<file path="src/rtl/riscv_pkg.sv">
// Shared RISC-V definitions: the datapath width, the canonical NOP, and the
// {pc, instr} entry type carried from fetch to decode.
package riscv_pkg;

    localparam int XLEN = 32;

    localparam logic [XLEN-1:0] NOP_INSTR = 32'h0000_0013;

    typedef struct packed {
        logic [XLEN-1:0] pc;
        logic [XLEN-1:0] instr;
    } fetch_entry_t;

endpackage

</file>
<file path="src/rtl/fetch_fifo.sv">
// Generic synchronous FIFO with push/pop/flush. A push and a pop on a full
// FIFO both take effect. Flush wins over push and pop.
module fetch_fifo #(
    parameter int DEPTH = 2,
    parameter int WIDTH = 64
) (
    input  logic             clk,
    input  logic             rst_n,
    input  logic             push,
    input  logic             pop,
    input  logic             flush,
    input  logic [WIDTH-1:0] wdata,
    output logic [WIDTH-1:0] rdata,
    output logic             full,
    output logic             empty
);

    localparam int PTR_W = $clog2(DEPTH);
    localparam int CNT_W = PTR_W + 1;

    logic [WIDTH-1:0] mem [DEPTH];
    logic [PTR_W-1:0] wr_ptr;
    logic [PTR_W-1:0] rd_ptr;
    logic [CNT_W-1:0] count;
    logic             do_push;
    logic             do_pop;

    assign empty   = (count == '0);
    assign full    = (count == CNT_W'(DEPTH));
    assign do_pop  = pop & ~empty;
    assign do_push = push & (~full | do_pop);
    assign rdata   = mem[rd_ptr];

    // Pointers wrap naturally because DEPTH is a power of two.
    always_ff @(posedge clk or negedge rst_n) begin
        if (!rst_n) begin
            wr_ptr <= '0;
            rd_ptr <= '0;
            count  <= '0;
        end else if (flush) begin
            wr_ptr <= '0;
            rd_ptr <= '0;
            count  <= '0;
        end else begin
            if (do_push) wr_ptr <= wr_ptr + PTR_W'(1);
            if (do_pop)  rd_ptr <= rd_ptr + PTR_W'(1);
            count <= count + CNT_W'(do_push) - CNT_W'(do_pop);
        end
    end

    always_ff @(posedge clk) begin
        if (do_push && !flush) mem[wr_ptr] <= wdata;
    end

endmodule

</file>
<file path="src/rtl/fetch_unit.sv">
// Instruction fetch: owns the PC, captures the combinational instr_mem word
// and queues {pc, instr} toward decode; redirects flush and restart fetch.
module fetch_unit
    import riscv_pkg::*;
#(
    parameter logic [XLEN-1:0] RESET_PC = 32'h0000_0000,
    parameter int              DEPTH    = 2
) (
    input  logic            clk,
    input  logic            rst_n,
    output logic [XLEN-1:0] imem_addr,
    input  logic [XLEN-1:0] imem_rdata,
    input  logic            redirect_valid,
    input  logic [XLEN-1:0] redirect_pc,
    output logic            if_valid,
    input  logic            if_ready,
    output logic [XLEN-1:0] if_instr,
    output logic [XLEN-1:0] if_pc
);

    logic [XLEN-1:0] pc;
    logic            deq;
    logic            enq;
    logic            full;
    logic            empty;
    fetch_entry_t    wr_entry;
    fetch_entry_t    head;

    assign deq = if_valid & if_ready;
    // A dequeue frees a slot in the same cycle, so a full queue keeps streaming.
    assign enq = ~redirect_valid & (~full | deq);

    assign wr_entry.pc    = pc;
    assign wr_entry.instr = imem_rdata;

    fetch_fifo #(
        .DEPTH (DEPTH),
        .WIDTH ($bits(fetch_entry_t))
    ) u_fifo (
        .clk   (clk),
        .rst_n (rst_n),
        .push  (enq),
        .pop   (deq),
        .flush (redirect_valid),
        .wdata (wr_entry),
        .rdata (head),
        .full  (full),
        .empty (empty)
    );

    always_ff @(posedge clk or negedge rst_n) begin
        if (!rst_n) begin
            pc <= RESET_PC;
        end else if (redirect_valid) begin
            pc <= {redirect_pc[XLEN-1:2], 2'b00};
        end else if (enq) begin
            pc <= pc + 32'd4;
        end
    end

    assign imem_addr = pc;
    assign if_valid  = ~empty;
    assign if_instr  = if_valid ? head.instr : NOP_INSTR;
    assign if_pc     = if_valid ? head.pc : '0;

endmodule

</file>
<file path="config.mk">
export PLATFORM = sky130hd
export DESIGN_NAME = fetch_unit
export DESIGN_NICKNAME = d
export VERILOG_FILES = /design/src/rtl/riscv_pkg.sv /design/src/rtl/fetch_fifo.sv /design/src/rtl/fetch_unit.sv
export SDC_FILE = /design/constraint.sdc
export NUM_CORES = 1
export LEC_CHECK = 0
export CAP_MARGIN = 20
export CORE_MARGIN = 2
export CORE_UTILIZATION = 53
export DETAILED_ROUTE_END_ITERATION = 16
export PLACE_DENSITY = 0.85
export SLEW_MARGIN = 40
export SYNTH_ARGS = -nofsm -noshare
export SYNTH_HDL_FRONTEND = slang
export SYNTH_SLANG_ARGS = --single-unit
</file>
<file path="constraint.sdc">
create_clock -name clk -period 14.95 [get_ports clk]
set_clock_uncertainty 0.1 [all_clocks]
set_input_delay 3.7375 -clock clk [delete_from_list [all_inputs] [get_ports clk]]
set_output_delay 3.7375 -clock clk [all_outputs]
set_load 0.01 [all_outputs]
</file>
---- After elaboration in Yosys (flattened, before gate mapping) ----
Memory sizes are Yosys's and may differ from the RTL's.
Cells that the tools add are included.
storage, ports and cells
  output and inout port bits .............. 97
  logic and storage cells ................. 37
  bits of input ports ..................... 68
  memories kept ........................... 1
  RAM bits ................................ 128
  register bits after elaboration ......... 36
memories
  memory      depth  bits a word  rd ports  clocked after memory_dff  write ports  RTL line          RTL
  u_fifo.mem  2      64           1         0                         1            fetch_fifo.sv:21  logic [WIDTH-1:0] mem [DEPTH];
operators by class
  reduce and logical (&&, ||, !) cells .... 6
  equality and inequality tests ........... 1
  bitwise logic cells ..................... 9
  muxes and demuxes ....................... 11
  add/subtract/negate cells ............... 5
operators with widths
  cell                   number
  $mux 32                4
  $add 32x3->32 const B  1
  $mux 1                 6
  $reduce_bool 2->1      3
  $and 1x1->1            4
  $not 1->1              3
  $add 1x1->1 const B    2
  $add 2x1->2            1
  $eq 2x2->1 const B     1
  $logic_not 2->1        1
  $mux 2                 1
  $or 1x1->1             2
  $sub 2x1->2            1
  $logic_and 1x1->1      1
  $logic_not 1->1        1

---- Depth between registers and ports, before layout ----
Gate-level depths: netlist (run 1).
  depth in word-level cells ............... 9
  depth in mapped cells ................... 8
  mapped depth without buffers ............ 8

---- Cells and area by module ----
From an unflattened synthesis (run 1), not the netlist that was laid out.
unflattened totals
  cell total of the unflattened synthesis .. 532
  area total of the unflattened synthesis .. 7233.2 µm²
modules (own cells, without submodules)
  module      instances  cells each  area an instance (µm²)  sequential area each (µm²)
  fetch_fifo  1          228         4883.4                  3943.8
  fetch_unit  1          304         2349.8                  750.7

---- Worst setup path after synthesis (run 1) ----
No wires, ideal clock.
  kind .................................... input to register
  start point ............................. in redirect_valid
  end point ............................... mem u_fifo.mem[0][0], enable pin
  setup slack ............................. 5895 ps
  stages .................................. 3
  buffers on the path ..................... 2
  setup time .............................. 559 ps
  data required time ...................... 14291 ps
  arrival time ............................ 8397 ps
  cells stage by stage .................... clkbuf_1 > buf_1 > nor3_1
on the way
  longest elaborated chain between the ends .. 6
  elaborated cells on any way between the ends .. 7
  classes of those cells .................. mux: 2; bitwise: 3; reduce/logical: 2
ends and longest elaborated chain
  item                              RTL line          RTL
  from (decl)                       fetch_unit.sv:13  input logic redirect_valid,
  $not 1->1                         fetch_unit.sv:31  assign enq = ~redirect_valid & (~full | deq);
  $and 1x1->1                       fetch_unit.sv:31
  $and 1x1->1                       fetch_fifo.sv:31  assign do_push = push & (~full | do_pop);
  $logic_and 1x1->1 (*)             fetch_fifo.sv:52  if (do_push && !flush) mem[wr_ptr] <= wdata;
  $mux 1 (*)                        fetch_fifo.sv:52
  $mux 1 (not written as such) (*)  fetch_fifo.sv:52
  to (decl)                         fetch_fifo.sv:21
Every way passes the cells marked *; elsewhere a longest branch is shown, timed or not.

---- Worst setup path in the final report (run 1) ----
  start point ............................. reg u_fifo.count[0]
  end point ............................... out if_instr[0]
on the way
  longest elaborated chain between the ends .. 2
ends and longest elaborated chain
  item                    RTL line          RTL
  from (decl)             fetch_fifo.sv:24  logic [CNT_W-1:0] count;
  from (signal assigned)  fetch_fifo.sv:47  count <= count + CNT_W'(do_push) - CNT_W'(do_pop);
  $logic_not 2->1         fetch_fifo.sv:28  assign empty = (count == '0);
  $mux 32                 fetch_unit.sv:63  assign if_instr = if_valid ? head.instr : NOP_INSTR;
  to (decl)               fetch_unit.sv:17  output logic [XLEN-1:0] if_instr,
Every way passes these cells.

==> impl_results.md, run 1 <==
- Status: complete, no violations
- ANT cells: 0
- Crit end category: output port
- DIE HEIGHT: 117 um
- Reg2reg start: u_fifo.count[0]$_DFF_PN0_
- Reg-to-reg setup timing slack: 12180 ps
- Pre-antenna DRT Iters: 7
- RePlAce Congestion: 0.805
- Io pins: roughly 170
- Grt peak-use layer: met2
- Post-route minimum period: 6460 ps
- Cells after Synth: 500
- Slew @ Worst Pin: ~630 ps
- Slew HR: 58.3%
- CTS tree: built
- Detailed-route vias per instance: around 5.6
- CP Launch Point: u_fifo.count[0]$_DFF_PN0_
- First DRT Iteration DRCs: ~440
- Synth warnings: 0
- Clk slew on worst S/H paths: 60 ps
- Total CTS buffers: 17
- CP arrival: 2620 ps
- Clock root buffer: clkbuf_16
- Vias in the first global route: 4595
- Crit Path Class: flop to output port
- All-Layer GR Usage: 22.2%
- DR DRC count: 0
- Synth top area cells: edfxtp_1 55%, dfrtp_1 13%, mux2i_1 9.4%
- Max cap viols: 0
- Hold Crit Class: flop to flop
- CP max FO: 50
- CORE AREA: ~13000 um^2
- Clk sinks: 158
- RSZ-0062 raised after global routing: false
- Maximum clock path buffer count: 2
- H-tree levels: 4
- Peak VDD IR: 77.2 uV
- Chip width: 117 um
- GRT met3 Usage: approximately 5.6%
- Clk_lat worst skew: 420 ps
- Antenna violations before repair: 0
- Hold path startpoint: imem_addr[30]$_DFFE_PN0P_
- Period utilization: 43.2%
- Average size of a mapped cell: 13.4 um^2
- PD cells: roughly 160 nW/um^2
- Port Buffers: between 150 and 200
- Initial Utilization: roughly 54%
- Largest net degree at the start of global routing: 63
- Leakage power: 3.13 nW
- Placement Rows: 41
- Synth Flop Type: edfxtp_1
- Share of the synthesized area in the top cell type: a little under three fifths
- Final Net Count: 726
- Largest area contributor in the netlist: edfxtp_1
- Count leader, synth: edfxtp_1
- Pins Over Slew Limit: 0
- Crit start category: flop
- # Post-CTS Setup Buffers: 0
- Setup TNS: 0 ps
- Final setup margin: roughly 8500 ps
- Async SR Flop Fraction: 21.5%
- Commonest cells in the netlist: 124 x edfxtp_1, 79 x nor2_1, 63 x mux2i_1
- Critical Path RT: between 10000 and 15000 ps
- Synthesized cell area: 6720 um^2
- Final hold vios: 0
- DIE AREA: 13600 um^2
- Share of cells above drive strength 1: 6.59%
- Via Count: 4714
- Detailed Route WL: 14.8 mm
- Met2 Usage GRT: 38.0%
- Hold Buf Count CTS: 0
- Cell variety after synth: 36
- Met1 usage: 28.1%
- Post-CTS sizing: 0
- Number of synthesized flops with an enable pin: roughly 120
- Wire length per cell after detailed routing: 17.6 um
- Yosys reg bits: 158
- Sequential share of the synthesized area: 68.1%
- Maximum clock frequency: 155 MHz
- First-pass GRT wire length: 22.9 mm
- Half-perimeter wire length after placement: 9.52 mm
- Area grow syn2layout: 34.2%
- Finish-stage setup viols: 0
- Pre-CTS setup slack: 8640 ps
- GRT overflow: 0
- Antenna-violating nets left: 0
placed cells by master (no fill, tap or decap), types with 6 or more instances in the layout:
cell type | Yosys | layout
or3_1 | 6 | 6
dfrtp_1 | 34 | 33
o31ai_1 | 11 | 11
nand4_1 | 10 | 10
clkbuf_16 | 0 | 17
nand3_1 | 10 | 10
xnor2_1 | 9 | 9
or4_1 | 16 | 16
a31oi_1 | 14 | 14
mux2i_1 | 63 | 63
edfxtp_1 | 124 | 124
o21ai_1 | 7 | 7
nor2_1 | 79 | 78
nand2_1 | 30 | 30
o21ai_0 | 6 | 6
clkdlybuf4s50_1 | 0 | 157
inv_1 | 8 | 7
power breakdown:
part           switching (mW)  internal, mW
combinational           0.218         0.240
clock                   0.176         0.231
sequential             0.0494         0.541
worst paths after layout:
| check | end | cells after the start |
|---|---|---|
| max in group asynchronous | u_fifo.rd_ptr$_DFFE_PN0P_ | 1 |
| setup / recovery | if_instr[0] | 5 |
| hold reg to reg | u_fifo.mem[1][62]$_DFFE_PP_ | 0 |
| min in group asynchronous | imem_addr[28]$_DFFE_PN0P_ | 1 |
| setup reg to reg | u_fifo.count[1]$_DFF_PN0_ | 9 |
| hold / removal | u_fifo.mem[1][62]$_DFFE_PP_ | 0 |
worst max-delay path: stages, from the launching register on:
cell and delay, ps:
dfrtp_1 450, nor2_4 280, buf_4 510, inv_1 260, nand2_1 130, clkdlybuf4s50_1 550
logic make-up (layout without fill, tap and decap cells):
group                      Yosys count  after routing  share of synthesized area, %
and+or+nand+nor                    175            175                          12.8
other                                1              4                        0.0558
adders and majority gates            3              3                         0.559
muxes                               64             64                          9.55
DFF                                158            158                          68.1
xor gates and xnor gates            14             14                          1.82
AOI/OAI and AO/OA                   47             47                          4.56
buffers and inverters               38            203                          2.55
through the flow:
stage / power, mW / instances / instance area [um^2] / hold WS [ps] / util (%)
floorplan: 0.817 / 503 / 6730 / 425 / -
global placement: 1.04 / 807 / 8430 / 440 / 67.3
detailed placement: 1.06 / 808 / 8450 / 451 / 67.5
CTS: 1.47 / 840 / 9010 / 466 / 72.0
global route: 1.52 / 840 / 9020 / 486 / 72.1
finish: 1.46 / 840 / 9020 / 477 / 72.1
layer usage:
layer / vias up / routed length [um] / part of all wire (%)
met2: 186 / 7580 / 51
met3: 23 / 1000 / 6.8
met1: 2323 / 6030 / 41
met4: 0 / 197 / 1.3
met5: - / 0 / 0
li1: 2182 / - / -
sequential cells by signal, summed over array words and instances (netlist names):
| name | count |
|---|---|
| imem_addr | 30 |
| u_fifo.count | 2 |
| u_fifo.mem | 124 |
| u_fifo.rd_ptr | 1 |
| u_fifo.wr_ptr | 1 |
area by class of cell:
class | count | area (um^2)
well taps | 172 | 215
flip-flops and latches | 158 | 4580
repair buffers | 163 | 1640
inverters | 8 | 30.0
clock buffers | 17 | 425
clock inverters | 15 | 136
multi-input cells | 307 | 2000
fillers | 859 | 3500
Power figures use the tool's default switching activity.
==> run 2: changes to the inputs <==
Settings changed: CORE_UTILIZATION 53 to 45, PLACE_DENSITY 0.85 to 0.77.
Clock period 14.95 ns to 5.85 ns, I/O delays scaled along.
==> run 2 against run 1 <==
- wire length grew 2.9%
- critical path depth is 1 lower
- utilization fell by 9.5 points
- worst hold slack got worse by 49 ps
- worst setup slack got worse by 6800 ps
- via count fell by 0.32%
- non-clock buffer count is 3 higher
- first-iteration DRC count down 10%
- global-route usage shrank 2.5 points
- highest routed layer unchanged
==> impl_results.md, run 2 (synthesis gave the netlist of run 1 again) <==
- Setup TNS: 0 ps (unchanged)
- Maximum clock frequency: 243 MHz
- Clk network pwr share: 28.4% (was 28.0%)
- Post-route minimum period: 4120 ps
- Clk slew on worst S/H paths: 60 ps (about the same)
- All-Layer GR Usage: 19.8% (was 22.2%)
- H-tree levels: 4 (unchanged)
- PD cells: 414 nW/um^2 (was 161 nW/um^2)
- Half-perimeter wire length after placement: 10.1 mm (was 9.52 mm)
- Max cap viols: 0 (unchanged)
- DR DRC count: 0 (unchanged)
- Period utilization: 70.5%
- Most frequent cells in the layout: 157 x clkdlybuf4s50_1, 124 x edfxtp_1, 78 x nor2_1, 63 x mux2i_1, 33 x dfrtp_1 (unchanged)
- Commonest non-fill, non-tap cell in the layout: clkdlybuf4s50_1 (unchanged)
- Pins Over Slew Limit: 0 (unchanged)
- Crit Path Class: flop to output port (unchanged)
- Status: complete, no violations (unchanged)
- Maximum clock path buffer count: 2 (unchanged)
- GRT overflow: 0 (unchanged)
- Critical Path RT: 4290 ps (was 11110 ps)
- Fill cell count: 1139 (was 859)
- CORE AREA: 14500 um^2 (was 12500 um^2)
- Detailed Route WL: 15.2 mm (was 14.8 mm)
- Via Count: 4699 (was 4714)
- Seq pwr share: 39.4% (was 40.6%)
- Finish-stage setup viols: 0 (unchanged)
- CP max FO: 32 (was 50)
- Share of cells above drive strength 1: 6.27% (was 6.59%)
- Leakage power: 3.14 nW (was 3.13 nW)
- DIE HEIGHT: 126 um (was 117 um)
- Clk_lat worst skew: 420 ps (about the same)
- RSZ-0062 raised after global routing: false (unchanged)
- Net Switching: 1.10 mW (was 443 uW)
- CTS tree: built (unchanged)
- Total CTS buffers: 17 (unchanged)
- First-pass GRT wire length: 24.4 mm (was 22.9 mm)
- Io pins: 165 (unchanged)
- Post-CTS sizing: 0 (unchanged)
- Final Net Count: 729 (was 726)
- DIE AREA: 15900 um^2 (was 13600 um^2)
- Initial Utilization: 46.2% (was 53.7%)
- FF-to-FF path depth: 7 (was 9)
- Peak VDD IR: 199 uV (was 77.2 uV)
- Largest net degree at the start of global routing: 55 (was 63)
- Antenna-violating nets left: 0 (unchanged)
- Placement Rows: 44 (was 41)
- Hold Crit Endpoint: u_fifo.mem[0][63]$_DFFE_PP_ (was u_fifo.mem[1][62]$_DFFE_PP_)
- Wire length per cell after detailed routing: 17.8 um (was 17.6 um)
- ANT cells: 0 (unchanged)
- Depth of the worst hold-timing path: 0 (unchanged)
- Antenna violations before repair: 0 (unchanged)
- Chip width: 126 um (was 117 um)
- FF-to-FF End: u_fifo.count[0]$_DFF_PN0_ (was u_fifo.count[1]$_DFF_PN0_)
- Final hold vios: 0 (unchanged)
- Crit end category: output port (unchanged)
- Reg2reg start: u_fifo.count[0]$_DFF_PN0_ (unchanged)
- Crit start category: flop (unchanged)
- Area grow syn2layout: 35.3% (was 34.2%)
- Max reg flops: 124 (unchanged)
- Detailed-route vias per instance: 5.50 (was 5.61)
- Register bank with the most flops: u_fifo.mem (unchanged)
- Pint: 2.67 mW (was 1.01 mW)
- Hold Crit Class: flop to flop (unchanged)
- Gate power share: 32.2% (was 31.4%)
- Reg-to-reg setup timing slack: 3330 ps (was 12180 ps)
- Clk sinks: 158 (unchanged)
- Vias in the first global route: 4709 (was 4595)
- Slew @ Worst Pin: 788 ps (was 625 ps)
- Slew HR: 47.4% (was 58.3%)
- RePlAce Congestion: 0.876 (was 0.805)
- Util after Layout: 62.5% (was 72.1%)
- Port Buffers: 158 (unchanged)
- Hold Buf Count CTS: 0 (unchanged)
- Clock root buffer: clkbuf_16 (unchanged)
- First DRT Iteration DRCs: 390 (was 435)
- Pre-antenna DRT Iters: 5 (was 7)
- CP arrival: 2560 ps (was 2620 ps)
- # Post-CTS Setup Buffers: 0 (unchanged)
- Hold path startpoint: imem_addr[31]$_DFFE_PN0P_ (was imem_addr[30]$_DFFE_PN0P_)
- Sw frac: 29.2% (was 30.4%)
-- run 2: cell count changes in the layout (fill, tap and decap cells not counted), moves of 2 or more --
cell        before  now
buf_6            2    0
bufinv_16        1    3
clkinv_1         2    5
clkinvlp_4       1    5
inv_6            5    0
clkinv_4         3    0
buf_4            3    7
-- run 2: worst max path at each step --
stage	startpoint	to	cells past startpoint
after global placement	if_ready	u_fifo.mem[1][0]$_DFFE_PP_	4
after detailed placement	redirect_valid	u_fifo.mem[0][54]$_DFFE_PP_	3
after CTS	u_fifo.count[0]$_DFF_PN0_	if_pc[5]	4
after floorplan	redirect_valid	u_fifo.mem[0][0]$_DFFE_PP_	3
after global routing	u_fifo.count[0]$_DFF_PN0_	if_pc[7]	4
final	u_fifo.count[0]$_DFF_PN0_	if_pc[5]	4
-- run 2: per-stage QoR --
| stage | total power, mW | setup slack [ps] | hold WS [ps] | cells | instance area [um^2] |
|---|---|---|---|---|---|
| after floorplan | 2.08 | 966 | 436 | 503 | 6740 |
| after global placement | 2.69 | 1780 | 406 | 821 | 8460 |
| after detailed placement | 2.73 | 1940 | 417 | 823 | 8510 |
| after CTS | 3.81 | 1660 | 425 | 854 | 9080 |
| after global routing | 3.95 | 1550 | 448 | 854 | 9090 |
| final | 3.77 | 1730 | 428 | 854 | 9090 |
-- run 2: layout make-up --
cell class	instances	area [um^2]	area share [%]
sequential	158	4580	50.4
multi-input combinational	307	2010	22.1
timing repair buffer	166	1660	18.3
clock buffer	17	425	4.68
tap	184	230	2.53
clock inverter	14	151	1.67
inverter	8	30.0	0.330
-- run 2: layer usage --
metal / track usage (%) / wire length, um / vias to the layer above
li1: - / - / 2176
met4: 7.43 / 285 / 0
met5: 0 / 0 / -
met3: 5.61 / 1190 / 25
met2: 31.0 / 7190 / 216
met1: 26.3 / 6570 / 2282
-- run 2: power by group through the flow --
stage               logic, mW  registers [mW]  clock network [mW]
global route             1.31            1.50                1.14
detailed placement       1.22            1.51                   0
global placement         1.12            1.57                   0
CTS                      1.23            1.48                1.09
finish                   1.21            1.48                1.07
floorplan               0.604            1.48                   0
-- run 2: critical path, stage by stage, from the launching register on --
cell	delay [ps]
dfrtp_1	450
nor2_4	640
buf_4	440
nor2_1	100
clkdlybuf4s50_1	510
==> run 3: changes to the inputs <==
Settings changed: CORE_UTILIZATION 45 to 49, PLACE_DENSITY 0.77 to 0.79.
Clock period 5.85 ns to 4.1 ns, I/O delays scaled along.
==> run 3 against run 2 <==
- wire length shrank 1.6%
- largest cell class unchanged
- total power increased by 44%
- flip-flop and latch count did not move
- sequential share of layout area shrank 0.076 points
- first-iteration DRC count is 14% higher
==> impl_results.md, run 3 (synthesis gave the netlist of run 1 again) <==
- Clk slew on worst S/H paths: 60 ps (about the same)
- Final Net Count: 728 (was 729)
- All-Layer GR Usage: 21.4% (was 19.8%)
- CP max FO: 32 (unchanged)
- Vias in the first global route: 4688 (was 4709)
- Setup TNS: 0 ps (unchanged)
- CTS tree: built (unchanged)
- Pwr Total: 5.42 mW (was 3.77 mW)
- Max cap viols: 0 (unchanged)
- Post-CTS sizing: 0 (unchanged)
- CORE AREA: 13300 um^2 (was 14500 um^2)
- Clock root buffer: clkbuf_16 (unchanged)
- GRT overflow: 0 (unchanged)
- DR DRC count: 0 (unchanged)
- Worst hold slack: 457 ps (was 428 ps)
- Via Count: 4669 (was 4699)
- Period utilization: 85.7%
- DIE AREA: 14700 um^2 (was 15900 um^2)
- Clk_lat worst skew: 410 ps (was 420 ps)
- Commonest non-fill, non-tap cell in the layout: clkdlybuf4s50_1 (unchanged)
- RSZ-0062 raised after global routing: false (unchanged)
- Storage cell area: 4580 um^2 (unchanged)
- Most frequent cells in the layout: 157 x clkdlybuf4s50_1, 124 x edfxtp_1, 78 x nor2_1, 63 x mux2i_1, 33 x dfrtp_1 (unchanged)
- ANT cells: 0 (unchanged)
- Chip width: 121 um (was 126 um)
- Largest net degree at the start of global routing: 63 (was 55)
- Detailed Route WL: 15.0 mm (was 15.2 mm)
- First DRT Iteration DRCs: 444 (was 390)
- Crit Path Class: flop to output port (unchanged)
- Final hold vios: 0 (unchanged)
- Leakage power: 3.16 nW (was 3.14 nW)
- Placement Rows: 42 (was 44)
- Finish-stage setup viols: 0 (unchanged)
- Wire length per cell after detailed routing: 17.7 um (was 17.8 um)
- DIE HEIGHT: 121 um (was 126 um)
- FF-to-FF path depth: 4 (was 7)
- Clk sinks: 158 (unchanged)
- Total CTS buffers: 17 (unchanged)
- H-tree levels: 4 (unchanged)
- Critical Path RT: 2970 ps (was 4290 ps)
- First-pass GRT wire length: 23.9 mm (was 24.4 mm)
- Post-route minimum period: 3510 ps
- Area grow syn2layout: 35.5% (was 35.3%)
- PD cells: 595 nW/um^2 (was 414 nW/um^2)
- Hold Crit Class: input pin to async pin (was flop to flop)
- Pre-antenna DRT Iters: 5 (unchanged)
- Antenna violations before repair: 0 (unchanged)
- Hold Buf Count CTS: 0 (unchanged)
- Max reg flops: 124 (unchanged)
- Crit end category: output port (unchanged)
- Crit start category: flop (unchanged)
- Multi-input gate area: 2000 um^2 (was 2010 um^2)
- Maximum clock frequency: between 200 and 300 MHz
- # Post-CTS Setup Buffers: 0 (unchanged)
- Maximum clock path buffer count: 2 (unchanged)
- RePlAce Congestion: 0.886 (was 0.876)
- Detailed-route vias per instance: 5.52 (was 5.50)
- Port Buffers: 158 (unchanged)
- Initial Utilization: 50.5% (was 46.2%)
- Slew HR: 56.5% (was 47.4%)
- Register bank with the most flops: u_fifo.mem (unchanged)
- Pins Over Slew Limit: 0 (unchanged)
- Share of cells above drive strength 1: 6.57% (was 6.27%)
- Antenna-violating nets left: 0 (unchanged)
- Fill cell count: 953 (was 1139)
- Io pins: 165 (unchanged)
- Slew @ Worst Pin: 652 ps (was 788 ps)
- Peak VDD IR: 333 uV (was 199 uV)
- Status: complete, no violations (unchanged)
- CP arrival: 2390 ps (was 2560 ps)
- Half-perimeter wire length after placement: 9.81 mm (was 10.1 mm)
[run 3: metal layers]
metal | global-route usage, % | up-vias | routed length (um)
met5 | 0 | - | 0
met4 | 7.05 | 0 | 182
met3 | 7.00 | 18 | 1450
met2 | 34.5 | 214 | 7190
met1 | 27.3 | 2262 | 6170
li1 | - | 2175 | -
[run 3: cell type report]
type                    instances  share of cell area [%]
repair buffers                165                    18.4
clock inverters                15                    1.87
clock buffers                  17                    4.67
inverters                       8                   0.330
flip-flops and latches        158                    50.3
well taps                     176                    2.42
multi-input cells             307                    22.0
[run 3: final timing paths]
kind                                                start                          end  slack (ps)
worst min-delay path                                rst_n    imem_addr[30]$_DFFE_PN0P_         460
worst max-delay path            u_fifo.rd_ptr$_DFFE_PN0P_                 if_instr[15]         590
min in group clk                imem_addr[30]$_DFFE_PN0P_  u_fifo.mem[0][62]$_DFFE_PP_         480
worst min register to register  imem_addr[30]$_DFFE_PN0P_  u_fifo.mem[0][62]$_DFFE_PP_         480
worst max register to register  imem_addr[15]$_DFFE_PN0P_    imem_addr[31]$_DFFE_PN0P_        1730
max in group asynchronous                           rst_n    u_fifo.rd_ptr$_DFFE_PN0P_        3090
[run 3: stage by stage]
stage,worst slack (ps),util [%],instances,instance area (um^2)
6_report,585,68.5,846,9100
5_1_grt,495,68.5,846,9100
4_1_cts,539,68.4,846,9090
3_5_place_dp,733,63.9,814,8500
3_3_place_gp,770,63.9,814,8500
2_1_floorplan,582,-,503,6740
[run 3: power by group]
group | total [mW] | switching [mW] | leakage (nW) | internal, mW
registers | 2.16 | 0.189 | 1.56 | 1.97
logic | 1.68 | 0.786 | 1.32 | 0.897
clock network | 1.57 | 0.620 | 0.286 | 0.954
[run 3: worst max-delay path: stages, from the launching register on]
cell and delay (ps):
dfrtp_4 810, buf_12 310, mux2i_1 130, nor2_1 130
clkdlybuf4s50_1 550
